<file path="config.mk">
export PLATFORM = sky130hd
export DESIGN_NAME = fifo_stream_reader
export DESIGN_NICKNAME = d
export VERILOG_FILES = /design/src/rtl/fifo_stream_reader.sv
export SDC_FILE = /design/constraint.sdc
export NUM_CORES = 1
export LEC_CHECK = 0
export CORE_MARGIN = 2
export CORE_UTILIZATION = 54
export CTS_BUF_LIST = sky130_fd_sc_hd__clkbuf_8
export CTS_CLUSTER_DIAMETER = 150
export CTS_CLUSTER_SIZE = 40
export DETAILED_ROUTE_END_ITERATION = 8
export PLACE_DENSITY = 0.95
export SYNTH_ARGS = -nofsm -noshare
export SYNTH_HDL_FRONTEND = slang
export SYNTH_SLANG_ARGS = --single-unit
</file>
<file path="constraint.sdc">
create_clock -name clk -period 3.28 [get_ports clk]
set_input_delay 0.328 -clock clk [delete_from_list [all_inputs] [get_ports clk]]
set_output_delay 0.328 -clock clk [all_outputs]
set_load 0.05 [all_outputs]
</file>
<file path="src/rtl/fifo_stream_reader.sv">
// Read-side adapter that hides the FIFO's one-cycle read latency behind a two-entry
// prefetch buffer and presents the words as a valid/ready stream.
module fifo_stream_reader #(
    parameter int NUM_BITS = 32,
    parameter int COUNT_W  = 16
) (
    input  logic                clk,
    input  logic                rst,
    input  logic                enable,
    input  logic                fifo_empty,
    output logic                fifo_rd_en,
    input  logic [NUM_BITS-1:0] fifo_data,
    output logic                out_valid,
    input  logic                out_ready,
    output logic [NUM_BITS-1:0] out_data,
    output logic [COUNT_W-1:0]  word_count,
    output logic                idle
);

    logic [1:0]          occ_q, occ_d;
    logic                pend_q;
    logic [NUM_BITS-1:0] head_q, head_d;
    logic [NUM_BITS-1:0] tail_q, tail_d;
    logic [COUNT_W-1:0]  count_q;
    logic                pop;
    logic [2:0]          committed;

    assign out_valid  = (occ_q != 2'd0);
    assign out_data   = head_q;
    assign word_count = count_q;
    assign idle       = (occ_q == 2'd0) && !pend_q && fifo_empty;
    assign pop        = out_valid && out_ready;

    // Slots already spoken for: buffered words plus the word in flight, less the one leaving now.
    assign committed  = {1'b0, occ_q} + {2'b00, pend_q} - {2'b00, pop};
    assign fifo_rd_en = enable && !fifo_empty && !rst && (committed < 3'd2);

    always_comb begin
        occ_d  = occ_q;
        head_d = head_q;
        tail_d = tail_q;
        if (pend_q) begin
            if (pop) begin
                // The old tail moves up to head; the arriving word fills the first free slot.
                if (occ_q == 2'd2) begin
                    head_d = tail_q;
                    tail_d = fifo_data;
                end else begin
                    head_d = fifo_data;
                end
            end else begin
                if (occ_q == 2'd0) begin
                    head_d = fifo_data;
                end else begin
                    tail_d = fifo_data;
                end
                occ_d = occ_q + 2'd1;
            end
        end else if (pop) begin
            head_d = tail_q;
            occ_d  = occ_q - 2'd1;
        end
    end

    always_ff @(posedge clk) begin
        if (rst) begin
            occ_q   <= 2'd0;
            pend_q  <= 1'b0;
            head_q  <= '0;
            tail_q  <= '0;
            count_q <= '0;
        end else begin
            occ_q  <= occ_d;
            pend_q <= fifo_rd_en;
            head_q <= head_d;
            tail_q <= tail_d;
            if (pop) begin
                count_q <= count_q + {{(COUNT_W-1){1'b0}}, 1'b1};
            end
        end
    end

endmodule

</file>
==> qor.yml <==
clocking:
  clockBufferDepth: 2
  cts_buffers: 9
  clock_latency_ps: 340
  path_clk_slew_ps: 80
  cts_resized: 0
  htreeDepth: 3
  cts_tree: "yes"
  post_cts_buffers: 0
  cts.sinks: 83
  hold_buffers: 0
  cts_root_buffer: "clkbuf_8"
pwr:
  p_sw_frac: 0.3320
  power.density_nw_per_um2: 559.5
  p_int_uw: 1686
  p_comb_frac: 0.270
  netSwitchingPower_uw: 838.1
  leakage_uw: 0.001423
  power_uw: 2524
  clkPwrFrac: 0.283
  peakVddDrop_mv: 0.3865
  p_seq_frac: 0.448
critical_path:
  critPathLaunchType: "primary input"
  required_ps: 2950
  cpMostUsedCell: "nor2_1"
  cpMaxStageDelayCell: "clkdlybuf4s50_1"
  crit_arrival_ps: 2470
  worstPathMaxFanout: 9
  path_cells: "clkdlybuf4s50_1 -> o21ai_1 -> nor2_1 -> fa_1 -> nand4bb_1 -> nor2_1 -> buf_12"
  crit_path_max_incr_delay_ps: 590
  cp-end-kind: "output pin"
  critPathKind: "in -> out"
yosys:
  synth.area.mux_share: 0
  synth_top_area_frac: 0.4777
  synth_adder_area_share: 0.009353
  yosysTopAreaCell: "dfxtp_1"
  ys_top_cells_by_area: "dfxtp_1 (48%), nand2_1 (15%), a311oi_1 (8.1%)"
  avgSynthCellArea_sq_um: 7.960
  synth.net_count: 476
  postSynthCellCount: 437
  yosysSeqAreaShare: 0.4777
  ys_warn_count: 0
  synthSimpleGateAreaFrac: 0.2633
  synth_xor_area_frac: 0.03273
  ys_types: 39
  ys_ff_latch: 83
  synth_top_family_by_area: "simple AND/OR/NAND/NOR gates"
  synth-compound-area-share: 0.1658
  syn_area_sq_um: 3478
grt:
  grt_pass1_vias: 3085
  antenna_found_initial: 0
  grt_usage: 0.2373
  grt_max_degree: 85
  grt_overflow_total: 0
  grt_pass1_wl_microns: 13720
floorplanning:
  start_util: 0.5541
  rows: 29
  fp.dieW_microns: 84.26
  core_area_sq_um: 6277
  die-area_sq_um: 7100
  ios: 88
  die_h_microns: 84.26
outcome:
  status: "completed"
route:
  drtIter0Drc: 146
  ant_nets: 0
  drt-total-wl_microns: 8327
  wl_per_cell_microns: 14.16
  vias: 3263
  drc: 0
  viasPerCell: 5.549
  drtPass1Iterations: 4
cells_and_area:
  diodes: 0
  mostFrequentLayoutCell: "nand2_1"
  drive_gt1_frac: 0.05871
  area_delta_synth_final_pct: 29.71
  final_cell_mix: "nand2_1 (141), clkdlybuf4s50_1 (85), dfxtp_1 (83)"
  nNetsFinal: 545
timing:
  final.setup.tns_ps: 0
  drv_slew: 0
  worst_slack_ps: 483.5
  rsz0062_at_grt: "false"
  relSlewSlack: 0.1936
  hold_viol: 0
  fin_crit_sh: 0.8526
  setup_viol: 0
  tightest_slew_ps: 1210
  clock.fmax_mhz: 357.6
  min_period_ps: 2796
  fin_worst_skew_ps: 8.133
worst_hold_path:
  hold_path_class: "in -> reg"
placement:
  post-place-ws_ps: 530.5
  gp_congestion: 0.7562
  dp_hpwl_microns: 5430
  port-buffer-count: 87
flow_run:
  cap_viol_max_count: 0
[per-layer routing]
layer | part of all wire | global-route usage | up-vias | wire [microns]
met4 | 0.027 | 0.1056 | 0 | 228
met2 | 0.51 | 0.3968 | 101 | 4226
met5 | 0 | 0 | - | 0
met3 | 0.050 | 0.06195 | 22 | 419
li1 | - | - | 1611 | -
met1 | 0.41 | 0.2876 | 1529 | 3453
[state kept, by name (all words and copies together) (netlist names)]
register,flops
word_count,16
occ_q,2
out_data,32
tail_q,32
pend_q,1
[cell type report]
class	count	area [sq um]
fillers	477	1765
flip-flops and latches	83	1662
multi-input cells	318	1639
repair buffers	92	913.4
clock buffers	10	137.6
well taps	77	96.34
clock inverters	6	56.30
inverters	2	7.507
[through the flow]
stage | hold WS (ps) | utilization | area, sq um | cells
floorplan | 433.9 | - | 3478 | 437
global placement | 442.1 | 0.6879 | 4318 | 572
detailed placement | 447.5 | 0.6879 | 4318 | 572
CTS | 312.8 | 0.7188 | 4512 | 588
global route | 362.1 | 0.7188 | 4512 | 588
finish | 332.0 | 0.7188 | 4512 | 588
[cell usage after synthesis]
cell type	number
a31o_2	2
or2_0	1
nand2b_1	2
or4_4	1
clkbuf_8	1
nor2b_1	2
ha_1	1
dfxtp_1	83
nor2_1	49
nand3_1	3
or3_1	2
buf_6	3
and3_1	1
buf_4	1
o21a_1	1
o2111ai_1	1
a21oi_1	39
nand3b_1	1
o21ai_1	1
and2_1	1
inv_1	2
o21ai_4	1
or3_2	1
clkbuf_1	24
xnor2_1	9
fa_1	1
nor4_1	3
buf_2	5
nor3_1	5
or2_2	1
nand4_1	3
a311oi_1	32
o21ai_0	5
nand3_4	1
xor2_1	4
nand4bb_1	1
nor3b_1	1
o211ai_4	1
nand2_1	141
[logic make-up (layout without fill, tap and decap cells)]
family                   Yosys count  in the layout
AO/OA/AOI/OAI                     83             83
XOR/XNOR                          13             13
adder cells (fa/ha/maj)            2              2
buffers and inverters             36            110
flip-flops                        83             83
AND/OR/NAND/NOR                  220            220
[worst max-delay path, delay by kind of cell]
family | cells | cell delay, ps
buffers and inverters | 2 | 760
adder cells (fa/ha/maj) | 1 | 540
AND/OR/NAND/NOR | 3 | 480
AO/OA/AOI/OAI | 1 | 350
[power by group through the flow]
| stage | logic [uW] | clock network (uW) | registers, uW |
|---|---|---|---|
| finish | 681 | 714 | 1130 |
| global route | 722 | 772 | 1140 |
| detailed placement | 679 | 0 | 1150 |
| floorplan | 242 | 0 | 1370 |
| CTS | 683 | 731 | 1130 |
| global placement | 662 | 0 | 1150 |
[path summary, 6_finish.rpt]
check	start	end	slack [ps]	cells past startpoint
max	out_ready	fifo_rd_en	480	7
min	rst	pend_q	330	3
max reg2reg	occ_q[1]	tail_q[15]	760	4
min reg2reg	tail_q[30]	tail_q[30]	460	2
(Power assumes the default switching activity.)
